$ cat src/rtl/rr_mux4_arbiter_pkg.sv
// Shared constants and the round-robin pick function for the four-requester arbiter.
package rr_mux4_arbiter_pkg;

    localparam int NUM_REQ = 4;
    localparam int SEL_W   = 2;

    // Returns {found, idx}; the search starts one past the last winner and wraps.
    function automatic logic [SEL_W:0] rr_pick(input logic [NUM_REQ-1:0] valid,
                                               input logic [SEL_W-1:0]   last);
        logic [SEL_W-1:0] idx;
        logic [SEL_W:0]   res;
        res = {1'b0, last + 2'd1};
        for (int k = 1; k <= NUM_REQ; k++) begin
            idx = last + SEL_W'(k);
            if (!res[SEL_W] && valid[idx]) begin
                res = {1'b1, idx};
            end
        end
        return res;
    endfunction

endpackage

$ cat src/rtl/rr_mux4_arbiter_mux4_w.sv
// 4:1 WIDTH-bit datapath mux built from two levels of 2:1 muxes.
module mux4_w
    import rr_mux4_arbiter_pkg::*;
#(
    parameter int WIDTH = 8
) (
    input  logic [SEL_W-1:0]         sel,
    input  logic [NUM_REQ*WIDTH-1:0] data,
    output logic [WIDTH-1:0]         y
);

    logic [WIDTH-1:0] pair_lo;
    logic [WIDTH-1:0] pair_hi;

    assign pair_lo = sel[0] ? data[1*WIDTH +: WIDTH] : data[0*WIDTH +: WIDTH];
    assign pair_hi = sel[0] ? data[3*WIDTH +: WIDTH] : data[2*WIDTH +: WIDTH];
    assign y       = sel[1] ? pair_hi : pair_lo;

endmodule

$ cat src/rtl/rr_mux4_arbiter.sv
// Round-robin arbiter sharing one registered output slot between four valid/ready requesters.
module rr_mux4_arbiter
    import rr_mux4_arbiter_pkg::*;
#(
    parameter int WIDTH = 8
) (
    input  logic                     clock,
    input  logic                     reset,
    input  logic [NUM_REQ-1:0]       io_in_valid,
    input  logic [NUM_REQ*WIDTH-1:0] io_in_data,
    output logic [NUM_REQ-1:0]       io_in_ready,
    output logic                     io_out_valid,
    output logic [WIDTH-1:0]         io_out_data,
    input  logic                     io_out_ready,
    output logic [SEL_W-1:0]         io_selector,
    output logic [SEL_W-1:0]         io_grant_idx
);

    logic [SEL_W:0]   pick_p0;
    logic             found_p0;
    logic             free_p0;
    logic             accept_p0;
    logic [WIDTH-1:0] mux_data_p0;

    logic [SEL_W-1:0] last_p1;
    logic             vld_p1;
    logic [WIDTH-1:0] out_data_p1;
    logic [SEL_W-1:0] grant_idx_p1;

    // Stage p0: combinational grant, ready and data select
    assign pick_p0     = rr_pick(io_in_valid, last_p1);
    assign found_p0    = pick_p0[SEL_W];
    assign io_selector = pick_p0[SEL_W-1:0];
    assign free_p0     = !vld_p1 || io_out_ready;
    assign accept_p0   = free_p0 && found_p0;

    always_comb begin
        io_in_ready = '0;
        if (accept_p0) begin
            io_in_ready[io_selector] = 1'b1;
        end
    end

    mux4_w #(
        .WIDTH (WIDTH)
    ) u_mux (
        .sel  (io_selector),
        .data (io_in_data),
        .y    (mux_data_p0)
    );

    // Stage p1: output slot and round-robin pointer
    always_ff @(posedge clock or posedge reset) begin
        if (reset) begin
            last_p1      <= 2'd3;
            vld_p1       <= 1'b0;
            out_data_p1  <= '0;
            grant_idx_p1 <= '0;
        end else if (accept_p0) begin
            last_p1      <= io_selector;
            vld_p1       <= 1'b1;
            out_data_p1  <= mux_data_p0;
            grant_idx_p1 <= io_selector;
        end else if (vld_p1 && io_out_ready) begin
            vld_p1       <= 1'b0;
        end
    end

    assign io_out_valid = vld_p1;
    assign io_out_data  = out_data_p1;
    assign io_grant_idx = grant_idx_p1;

endmodule
$ cat config.mk
export PLATFORM = sky130hd
export DESIGN_NAME = rr_mux4_arbiter
export DESIGN_NICKNAME = d
export VERILOG_FILES = /design/src/rtl/rr_mux4_arbiter_pkg.sv /design/src/rtl/rr_mux4_arbiter_mux4_w.sv /design/src/rtl/rr_mux4_arbiter.sv
export SDC_FILE = /design/constraint.sdc
export NUM_CORES = 1
export LEC_CHECK = 0
export ABC_AREA = 1
export CORE_MARGIN = 3
export CORE_UTILIZATION = 39
export CTS_CLUSTER_DIAMETER = 60
export DETAILED_ROUTE_END_ITERATION = 10
export PLACE_DENSITY = 0.84
export SLEW_MARGIN = 25
export SYNTH_ARGS = -nofsm -noshare
export SYNTH_HDL_FRONTEND = slang
export SYNTH_SLANG_ARGS = --single-unit
$ cat constraint.sdc
create_clock -name clock -period 2.7 [get_ports clock]
set_clock_uncertainty 0.05 [all_clocks]
set_input_delay 0.54 -clock clock [delete_from_list [all_inputs] [get_ports clock]]
set_output_delay 0.54 -clock clock [all_outputs]
set_load 0.005 [all_outputs]
* Word level (Yosys, flattened, before mapping)
Cells that the tools add are included. W data, S select, Z words.
Word-level totals: output and inout bits 17, word-level logic and storage cells 45, bits in registers 13, input port bits 39
Operators by class: order comparisons 6, reduce and logical (&&, ||, !) cells 12, mux-type cells 20, add/sub/neg operators 3
Operator list (count):
- $mux W8 | 3
- $lt A2 B3 Y1 const B | 5
- $mux W3 | 4
- $bmux W1 S2 | 4
- $mux W1 | 7
- $logic_and A1 B1 Y1 | 6
- $add A2 B2 Y2 const B | 2
- $logic_not A1 Y1 | 4
- $mux W4 | 1
- $add A2 B1 Y2 const B | 1
- $demux W1 S2 | 1
- $ge A2 B1 Y1 const B | 1
- $reduce_bool A2 Y1 | 1
- $logic_or A1 B1 Y1 | 1

* Longest topological paths before layout
Gate-level depths: netlist (run 1).
word-level depth 18, gate-level depth with buffers 17, gate-level depth less buffers 15

* Hierarchy
Synthesis (run 1) repeated with hierarchy kept, for this count alone.
Unflattened totals: cells, all modules 221, area, all modules 1249.9 sq um
By module, submodules not included:
- rr_mux4_arbiter | cells each 127, area each 854.6 sq um, instances 1
- mux4_w | cells each 94, area each 395.4 sq um, instances 1

* Worst setup path after synthesis (run 1)
No wires, ideal clock.
kind register to output, start point register last_p1[0], end point output port io_in_ready[1], stages on the path, launching flop included 15, slack 0.343 ns, data required time 2.110 ns, data arrival time 1.767 ns, cells stage by stage dfstp_2 > inv_2 > buf_6 > nand2_1 > nand2_1 > nand2_1 > nand2_2 > nor2_8 > nand3_4 > nand2_4 > buf_12 > nand2_4 > inv_2 > nand2_1 > nor2_1
Between the ends: word-level cells in the longest chain between the ends 18
Ends and longest elaborated chain:
- start: declaration | RTL line rr_mux4_arbiter.sv:25 | logic [SEL_W-1:0] last_p1;
- start signal: assignment | RTL line rr_mux4_arbiter.sv:60 | last_p1 <= io_selector;
- $add A2 B1 Y2 | RTL line rr_mux4_arbiter_pkg.sv:12, rr_mux4_arbiter_pkg.sv:14
- $bmux W1 S2 | RTL line rr_mux4_arbiter_pkg.sv:15 | if (!res[SEL_W] && valid[idx]) begin
- $mux W1 (implied by the code) | RTL line rr_mux4_arbiter_pkg.sv:15
- $mux W3 | RTL line rr_mux4_arbiter_pkg.sv:15
- $logic_not A1 Y1 | RTL line rr_mux4_arbiter_pkg.sv:15
- $logic_and A1 B1 Y1 | RTL line rr_mux4_arbiter_pkg.sv:15
- $mux W3 | RTL line rr_mux4_arbiter_pkg.sv:15
- $logic_not A1 Y1 | RTL line rr_mux4_arbiter_pkg.sv:15
- [... 3 more ...]
- $logic_and A1 B1 Y1 | RTL line rr_mux4_arbiter_pkg.sv:15
- $mux W3 (*) | RTL line rr_mux4_arbiter_pkg.sv:15
- named net io_selector[0] | RTL line rr_mux4_arbiter.sv:15 | output logic [SEL_W-1:0] io_selector,
- $lt A2 B3 Y1 (implied by the code) / $ge A2 B1 Y1 (equally long branches) | RTL line rr_mux4_arbiter.sv:40 | io_in_ready[io_selector] = 1'b1;
- $logic_and A1 B1 Y1 (implied by the code) | RTL line rr_mux4_arbiter.sv:40
- $mux W1 (implied by the code) | RTL line rr_mux4_arbiter.sv:40
- $demux W1 S2 (*) | RTL line rr_mux4_arbiter.sv:40
- $mux W4 (*) | RTL line rr_mux4_arbiter.sv:39 | if (accept_p0) begin
- end: declaration | RTL line rr_mux4_arbiter.sv:11 | output logic [NUM_REQ-1:0] io_in_ready,
Mark *: on every way through the listed nets, which the timed path passes. The rest lies on a longest branch. The select of a mux whose other input is x is not followed.

* Final worst setup path (run 1)
start point register last_p1[0], end point output port io_in_ready[3]
Between the ends: word-level cells in the longest chain between the ends 18
Ends and longest elaborated chain (RTL line):
- $add A2 B1 Y2 | rr_mux4_arbiter_pkg.sv:12, rr_mux4_arbiter_pkg.sv:14
- $bmux W1 S2 | rr_mux4_arbiter_pkg.sv:15
- $mux W1 (implied by the code) | rr_mux4_arbiter_pkg.sv:15
- $mux W3 | rr_mux4_arbiter_pkg.sv:15
- $logic_not A1 Y1 | rr_mux4_arbiter_pkg.sv:15
- $logic_and A1 B1 Y1 | rr_mux4_arbiter_pkg.sv:15
- $mux W3 | rr_mux4_arbiter_pkg.sv:15
- $logic_not A1 Y1 | rr_mux4_arbiter_pkg.sv:15
- [... 2 more ...]
- $logic_not A1 Y1 | rr_mux4_arbiter_pkg.sv:15
- $logic_and A1 B1 Y1 | rr_mux4_arbiter_pkg.sv:15
- $mux W3 (*) | rr_mux4_arbiter_pkg.sv:15
- $lt A2 B3 Y1 (implied by the code) / $ge A2 B1 Y1 (equally long branches) | rr_mux4_arbiter.sv:40
- $logic_and A1 B1 Y1 (implied by the code) | rr_mux4_arbiter.sv:40
- $mux W1 (implied by the code) | rr_mux4_arbiter.sv:40
- $demux W1 S2 | rr_mux4_arbiter.sv:40
- $mux W4 (*) | rr_mux4_arbiter.sv:39
Mark *: on every way between the ends. The rest lies on a longest branch, timed or not. The select of a mux whose other input is x is not followed.

==> results_dict.tcl, run 1 <==
set metrics [dict create \
    worstSkewPairLatency_ps 270 \
    fin_ws_ps -85.6 \
    yosysTopAreaCell "nand2_1" \
    start_kind "register" \
    wl_per_cell_microns 13.6 \
    fp-row-count 20 \
    fp.dieW_microns 64.5 \
    nets 351 \
    num_vias 1783 \
    drtIter0Drc 122 \
    syn_avg_cell_area_sq_um 6.13 \
    diodes 0 \
    cp.arrival_ps 2200 \
    async_flop_share_pct 100 \
    cts.clk_slew.worst_paths_ps 70 \
    stdcell_count 355 \
    p_leak_nw 1.25 \
    crit_end "io_in_ready[3]" \
    synth_commonest_cells "nand2_1, nand3_1, dfrtp_1" \
    grtUsageTotal_pct 23.3 \
    fillers 235 \
    required_ps 2110 \
    worstPathCellList "buf_6 -> nand2_1 -> nand2_2 -> nand2_1 -> nand2_2 -> buf_6 -> nand3_2 -> nand3_2 -> nand3_2 -> nand2_4 -> buf_6 -> nand2_4 -> nor2_4 -> buf_2" \
    synth_edf_count 0 \
    antenna_found_initial 0 \
    grt_pass1_vias 1766 \
    cts.sinks 13 \
    syn_inst 218 \
    viasPerCell 5.02 \
    grt_pass1_wl_mm 7.78 \
    layout-drive-gt1-share_pct 32.5 \
    synth.most_common_cell "nand2_1" \
    rr_worst_depth 18 \
    status "finished with violations" \
    slowest_delay_ps 580 \
    rsz0062_at_grt "yes" \
    period_share_pct 103 \
    finalHoldViolations 0 \
    area_delta_synth_final_pct 75.7 \
    post-route-min-period_ps 2790 \
    crit_slowest_cell "dfstp_2" \
    ir_drop_mv 1.07 \
    initial_core_util_pct 42.4 \
    io_pins 56 \
    synth_area_sq_um 1340 \
    cp-end-kind "output pin" \
    grt_max_degree 17 \
    setup_violations 6 \
    post-route-drc-count 0 \
    max_freq_mhz 359 \
    reg2reg_from "last_p1[0]$_DFFE_PP1P_" \
    htree_num_levels 1 \
    cts_tree "done" \
    synthFlopType "dfrtp_1" \
    die_h_microns 64.5 \
    cap_violations 0 \
    worstMarginPinSlew_ps 472 \
    min_path_type "reg -> reg" \
    cts_made_buffers 3 \
    dieArea_sq_um 4160 \
    ff2ff_setup_slack_ps 300 \
    whs_ps 437 \
    clk_path_buf_depth 2 \
    worst-path-buf-inv 4 \
    port_buffers 55 \
    rr_endpoint "io_out_data[5]$_DFFE_PP0P_" \
    yosys_warnings 0 \
    violations "negative setup slack" \
    path_class "reg -> out" \
    slew_headroom_pct 68.5 \
    power.density_nw_per_um2 1720 \
    synth_top_area_share_pct 34.8 \
    clock-root-buffer "clkbuf_4" \
    yosys-top-cells-area "nand2_1, dfrtp_1, nand3_1, nand3_2, dfstp_2" \
    hold_buffers 0 \
    dp_cells 336 \
    synth_nets 257 \
    ys_seq_elements 13 \
    cp_top_family "simple AND/OR/NAND/NOR gates" \
    fp.coreArea_sq_um 3150 \
    worstPathMaxFanout 5 \
    drtPass1Iterations 4 \
    cp.depth 14 \
    seq_area_frac_synth_pct 24.5 \
    gp_congestion 0.873 \
    startpoint "last_p1[0]$_DFFE_PP1P_" \
    antenna_left 0 \
    routed_wl_mm 4.82 \
    dp_hpwl_mm 3.17 \
    grt-ovfl-total 0 \
    drv_slew 0 \
    synth_cell_type_count 21 \
]
[cell usage in the layout, fill, tap and decap left out]
cell type	netlist	routed
nor2_2	0	1
nand2_4	3	6
nand2_2	3	16
nand3_1	33	27
inv_4	0	1
nand2_1	124	108
dfstp_2	2	2
nand4_4	0	1
o21ai_0	2	2
dfrtp_1	11	11
nor2_8	1	1
nor2_4	0	1
nor2_1	4	2
inv_2	4	4
buf_4	1	30
buf_2	2	4
clkbuf_4	0	3
nand3_2	9	15
o21ai_4	0	1
inv_1	8	7
clkdlybuf4s50_1	0	45
clkbuf_1	1	1
nand3b_1	1	1
nand4_2	2	1
buf_6	4	12
dlygate4sd2_1	0	6
buf_12	1	1
nand3_4	1	1
[cell type report]
| type | count | area (sq um) | area share [%] |
|---|---|---|---|
| Inverter | 12 | 47.5 | 2.02 |
| Multi-Input combinational cell | 184 | 988 | 42.1 |
| Clock buffer | 4 | 26.3 | 1.12 |
| Timing Repair Buffer | 98 | 903 | 38.5 |
| Sequential cell | 13 | 328 | 14.0 |
| Tap cell | 44 | 55.1 | 2.34 |
[routing by layer]
| layer | up-vias | wire length (microns) | track usage, % |
|---|---|---|---|
| li1 | 877 | - | - |
| met1 | 822 | 1920 | 28.6 |
| met2 | 72 | 2520 | 41.1 |
| met3 | 12 | 284 | 2.25 |
| met4 | 0 | 93 | 10.3 |
| met5 | - | 0 | 0 |
[where the power goes]
group          internal [mW]  total (mW)  switching [mW]
clock                 0.0573       0.118          0.0610
sequential             0.318       0.381          0.0634
combinational           1.63        3.55            1.92
[worst min path at each step]
stage,endpoint,start,depth (start not counted),slack [ps]
finish,io_out_data[3]$_DFFE_PP0P_,io_out_data[3]$_DFFE_PP0P_,2,440
global route,io_grant_idx[0]$_DFFE_PP0P_,io_grant_idx[0]$_DFFE_PP0P_,2,470
CTS,io_out_data[3]$_DFFE_PP0P_,io_out_data[3]$_DFFE_PP0P_,2,440
detailed placement,io_out_data[3]$_DFFE_PP0P_,io_out_data[3]$_DFFE_PP0P_,2,420
global placement,io_grant_idx[0]$_DFFE_PP0P_,io_grant_idx[0]$_DFFE_PP0P_,2,420
floorplan,io_grant_idx[0]$_DFFE_PP0P_,reset,1,370
[tightest hold or removal path, stage by stage, from the launching register on]
cell and delay (ps):
dfrtp_1 350, nand2_1 50, nand2_1 60
[timing repair]
action                                  CTS  global route
setup buffers                            12             3
pin swaps                                17            14
endpoints found under the setup margin    6             6
resized for setup                        55            11
gates cloned                              0             0
[sequential cells by signal, summed over array words and instances (netlist names)]
signal,count
io_grant_idx,2
io_out_data,8
last_p1,2
io_out_valid,1
[logic make-up after synthesis]
kind of cell,share of synthesized area [%]
AND/OR/NAND/NOR,64.2
flip-flops,24.5
buffers and inverters,9.83
AO/OA/AOI/OAI,1.40
[stage by stage]
| step | setup TNS [ps] | power (mW) | setup slack [ps] | utilization (%) | instance area (sq um) |
|---|---|---|---|---|---|
| floorplan | 0 | 2.14 | 343 | - | 1340 |
| global placement | -2590 | 3.14 | -462 | 65.9 | 2080 |
| detailed placement | -2850 | 3.20 | -507 | 65.9 | 2080 |
| CTS | -180 | 3.76 | -67.8 | 72.5 | 2280 |
| global route | -903 | 4.41 | -176 | 74.5 | 2350 |
| finish | -394 | 4.05 | -85.6 | 74.5 | 2350 |
Note: power is estimated with default switching activity, not from simulation.
==> run 2: changes to the inputs <==
--- a/config.mk
+++ b/config.mk
@@ -7,10 +7,11 @@
 export LEC_CHECK = 0
 export ABC_AREA = 1
 export CORE_MARGIN = 3
-export CORE_UTILIZATION = 39
+export CORE_UTILIZATION = 43
 export CTS_CLUSTER_DIAMETER = 60
 export DETAILED_ROUTE_END_ITERATION = 10
-export PLACE_DENSITY = 0.84
+export PLACE_DENSITY = 0.91
+export SETUP_SLACK_MARGIN = 0.05
 export SLEW_MARGIN = 25
 export SYNTH_ARGS = -nofsm -noshare
 export SYNTH_HDL_FRONTEND = slang
==> run 2 against run 1 <==
Effect of this change:
- global-route usage increased by 5.0 points
- critical path type unchanged
- worst setup slack worse by 110 ps
- register-to-register slack lost 210 ps
- clock-buffer cell count unchanged
- the run still ends with negative setup slack left
==> results_dict.tcl, run 2 (synthesis gave the netlist of run 1 again) <==
set metrics [dict create \
    antenna_left 0 \
    finalHoldViolations 0 \
    dieArea_sq_um 3810 \
    worstHoldStart "io_out_data[7]$_DFFE_PP0P_" \
    period_share_pct 107 \
    rr_worst_depth 17 \
    grt-ovfl-total 0 \
    cts_made_buffers 3 \
    antenna_found_initial 0 \
    whs_ps 443 \
    clock-root-buffer "clkbuf_4" \
    grt.met1_usage_pct 34.9 \
    dp_cells 319 \
    violations "negative setup slack" \
    fp.coreArea_sq_um 2850 \
    stdcell_count 344 \
    layout_commonest_cell "nand2_1" \
    wl_per_cell_microns 17.9 \
    area_delta_synth_final_pct 82.6 \
    whs_path_depth 2 \
    gp_congestion 0.907 \
    fin_ws_ps -191 \
    start_kind "register" \
    busiest_layer "met2" \
    startpoint "last_p1[0]$_DFFE_PP1P_" \
    worstPathMaxFanout 7 \
    grt_use_met3_pct 3.31 \
    drv_slew 0 \
    nets 353 \
    initial_core_util_pct 46.8 \
    reg2reg_from "last_p1[0]$_DFFE_PP1P_" \
    grt_use_met2_pct 48.1 \
    grt_pass1_vias 1724 \
    slew_headroom_pct 69.9 \
    port_buffers 55 \
    grt_pass1_wl_mm 7.83 \
    routed_wl_mm 6.14 \
    largest_register_ffs 8 \
    io_pins 56 \
    fp-row-count 19 \
    layout-drive-gt1-share_pct 38.0 \
    cts.sinks 13 \
    dp_hpwl_mm 3.09 \
    hold_buffers 0 \
    cts.clk_slew.worst_paths_ps 70 \
    worstSkewPairLatency_ps 270 \
    drtIter0Drc 270 \
    cp-end-kind "output pin" \
    utilization_pct 85.5 \
    post-route-min-period_ps 2890 \
    rsz0062_at_grt "yes" \
    post-route-drc-count 0 \
    setup_violations 6 \
    grtUsageTotal_pct 28.3 \
    drtPass1Iterations 5 \
    cts_tree "done" \
    final_cell_mix "nand2_1, clkdlybuf4s50_1, buf_4" \
    required_ps 2110 \
    cp.arrival_ps 2300 \
    path_class "reg -> out" \
    min_path_type "reg -> reg" \
    viasPerCell 5.77 \
    diodes 0 \
    status "finished with violations" \
    clk_path_buf_depth 2 \
    max_freq_mhz 346 \
    fillers 146 \
    num_vias 1986 \
    cap_violations 0 \
    die_h_microns 61.7 \
    worstMarginPinSlew_ps 451 \
    fp.dieW_microns 61.7 \
    grt_max_degree 17 \
    htree_num_levels 1 \
]
run 2: cell types whose count changed in the layout (fill, tap and decap cells not counted), sizes merged:
cell	change
buf	+4
dlygate4sd2	-2
clkinv	+1
inv	-1
run 2: what timing repair did:
action	CTS	global route
gates cloned	1	0
resized for setup	65	37
pin swaps	20	27
setup endpoints to repair	6	6
buffers inserted	14	6
run 2: worst paths after layout:
kind                                         endpoint  slack (ps)
setup / recovery                       io_in_ready[2]        -190
hold / removal             io_out_data[7]$_DFFE_PP0P_         440
setup reg to reg           io_out_data[5]$_DFFE_PP0P_          90
hold reg to reg            io_out_data[7]$_DFFE_PP0P_         440
max in group asynchronous      last_p1[0]$_DFFE_PP1P_        1740
min in group asynchronous  io_out_data[6]$_DFFE_PP0P_         530
run 2: layer usage:
metal  vias up  wire (microns)
li1        881               -
met1       901            2360
met2       166            2920
met3        38             550
met4         0             312
met5         -               0
run 2: area by class of cell:
cell class | count | area (sq um) | area share (%)
multi-input cells | 184 | 1090 | 44.5
repair buffers | 100 | 906 | 37.1
flip-flops and latches | 13 | 328 | 13.4
well taps | 31 | 38.8 | 1.59
inverters | 12 | 55.1 | 2.26
clock buffers | 4 | 26.3 | 1.08
run 2: stage by stage:
step | worst slack [ps] | instance area, sq um | setup TNS (ps)
after floorplan | 343 | 1340 | 0
after detailed placement | -511 | 2030 | -2830
after global placement | -465 | 2030 | -2580
final | -191 | 2440 | -564
after CTS | 25.2 | 2260 | 0
after global routing | -229 | 2440 | -1080
run 2: critical path: stages, from the launching register on:
cell      delay [ps]
dfstp_2          610
clkinv_4         130
buf_8            160
nand2_4           60
nand2_4           60
o21ai_4          210
nand3b_1         180
nand2_2           80
inv_2            130
nand2_1          100
nor2_1           160
buf_2            150
Power of run 2 is not shown: default switching activity piles up to over one toggle a cycle in this logic, so the estimate is an artifact.
==> run 3: changes to the inputs <==
--- a/config.mk
+++ b/config.mk
@@ -10,6 +10,7 @@
 export CORE_UTILIZATION = 43
 export CTS_CLUSTER_DIAMETER = 60
 export DETAILED_ROUTE_END_ITERATION = 10
+export MAX_ROUTING_LAYER = met4
 export PLACE_DENSITY = 0.91
 export SETUP_SLACK_MARGIN = 0.05
 export SLEW_MARGIN = 25
==> run 3 against run 2 <==
Effect of this change:
- the flow still finishes with violations (negative setup slack)
- final cell count increased by 1.7%
- maximum frequency decreased by 0.11%
- design area about the same
- worst setup slack got worse by 3.3 ps
- largest cell class unchanged
- critical path type unchanged
==> results_dict.tcl, run 3 (synthesis gave the netlist of run 1 again) <==
set metrics [dict create \
    status "finished with violations" \
    violations "negative setup slack" \
    num_vias 1968 \
    post-place-ws_ps -543 \
    dp_hpwl_mm 3.10 \
    slew_headroom_pct 69.6 \
    period_share_pct 107 \
    nets 359 \
    drtPass1Iterations 4 \
    finalHoldViolations 0 \
    diodes 0 \
    drv_slew 0 \
    max_freq_mhz 345 \
    fp-row-count 19 \
    viasPerCell 5.62 \
    grt_pass1_vias 1693 \
    start_kind "register" \
    grt_pass1_wl_mm 7.87 \
    clk_path_buf_depth 2 \
    cts_tree "done" \
    clock-root-buffer "clkbuf_4" \
    final_area_sq_um 2440 \
    drtIter0Drc 253 \
    required_ps 2110 \
    min_path_type "reg -> reg" \
    worstHoldStart "io_grant_idx[1]$_DFFE_PP0P_" \
    fp.dieW_microns 61.7 \
    fp.coreArea_sq_um 2850 \
    largest_register_ffs 8 \
    initial_core_util_pct 46.8 \
    dp_cells 321 \
    stdcell_count 350 \
    post-route-min-period_ps 2890 \
    die_h_microns 61.7 \
    cap_violations 0 \
    utilization_pct 85.5 \
    path_class "reg -> out" \
    grtUsageTotal_pct 28.8 \
    grt_max_degree 17 \
    layout_commonest_cell "nand2_1" \
    final_cell_mix "nand2_1, clkdlybuf4s50_1, buf_4" \
    startpoint "last_p1[0]$_DFFE_PP1P_" \
    worstMarginPinSlew_ps 456 \
    hold_buffers 0 \
    io_pins 56 \
    cts.sinks 13 \
    worstPathMaxFanout 6 \
    area_delta_synth_final_pct 82.5 \
    post-route-drc-count 0 \
    port_buffers 55 \
    gp_congestion 0.892 \
    layout-drive-gt1-share_pct 38.9 \
    wl_per_cell_microns 17.7 \
    reg2reg_from "last_p1[0]$_DFFE_PP1P_" \
    rsz0062_at_grt "yes" \
    cts.clk_slew.worst_paths_ps 70 \
    cp.arrival_ps 2300 \
    antenna_left 0 \
    fin_ws_ps -194 \
    routed_wl_mm 6.18 \
    cp-end-kind "output pin" \
    antenna_found_initial 0 \
    cts_made_buffers 3 \
    dieArea_sq_um 3810 \
    htree_num_levels 1 \
    setup_violations 6 \
    place_area_sq_um 2050 \
    worstSkewPairLatency_ps 280 \
    grt-ovfl-total 0 \
]
run 3: changes by cell type in the layout (fill, tap and decap cells not counted), sizes merged:
cell and change:
clkinvlp +1, clkinv -1, buf +5, inv +1
run 3: timing repair:
item | CTS | global route
buffers inserted | 14 | 10
cloned | 1 | 0
setup endpoints to repair | 6 | 6
pin swaps | 20 | 23
gates resized for setup | 65 | 25
run 3: final cells by class:
| class | count | area, sq um |
|---|---|---|
| Clock buffer | 4 | 26.3 |
| Fill cell | 144 | 414 |
| Inverter | 12 | 50.0 |
| Multi-Input combinational cell | 184 | 1040 |
| Sequential cell | 13 | 328 |
| Tap cell | 31 | 38.8 |
| Timing Repair Buffer | 105 | 950 |
| Timing Repair inverter | 1 | 7.51 |
run 3: worst max-delay path: stages, from the launching register on:
cell        delay, ps
dfstp_2           660
clkinvlp_4        200
nand2_2           110
nand2_4            70
o21ai_4           220
nand3_4           180
buf_4             190
nand2_1           100
nand2_2            80
nor2_2            110
buf_2             120
run 3: final timing paths:
check,slack [ps],cells after the start,end
max in group asynchronous,1740,2,last_p1[1]$_DFFE_PP1P_
hold reg to reg,450,2,io_grant_idx[1]$_DFFE_PP0P_
setup / recovery,-190,10,io_in_ready[2]
setup reg to reg,90,15,io_out_data[0]$_DFFE_PP0P_
min in group asynchronous,510,2,io_out_data[3]$_DFFE_PP0P_
hold / removal,450,2,io_grant_idx[1]$_DFFE_PP0P_
run 3: through the flow:
step	setup TNS, ps	hold slack [ps]
2_1_floorplan	0	366
3_3_place_gp	-2560	415
3_5_place_dp	-2990	420
4_1_cts	-88.9	436
5_1_grt	-1260	481
6_report	-885	449
run 3: routing by layer:
| metal | track usage, % | share of wire [%] | up-vias | wire [microns] |
|---|---|---|---|---|
| met5 | - | 0 | - | 0 |
| met4 | 13.9 | 3.8 | 0 | 235 |
| met3 | 3.51 | 8.1 | 26 | 502 |
| met2 | 44.5 | 48 | 134 | 2950 |
| met1 | 37.2 | 40 | 915 | 2500 |
| li1 | - | - | 893 | - |
Power of run 3 is left out for the same reason.
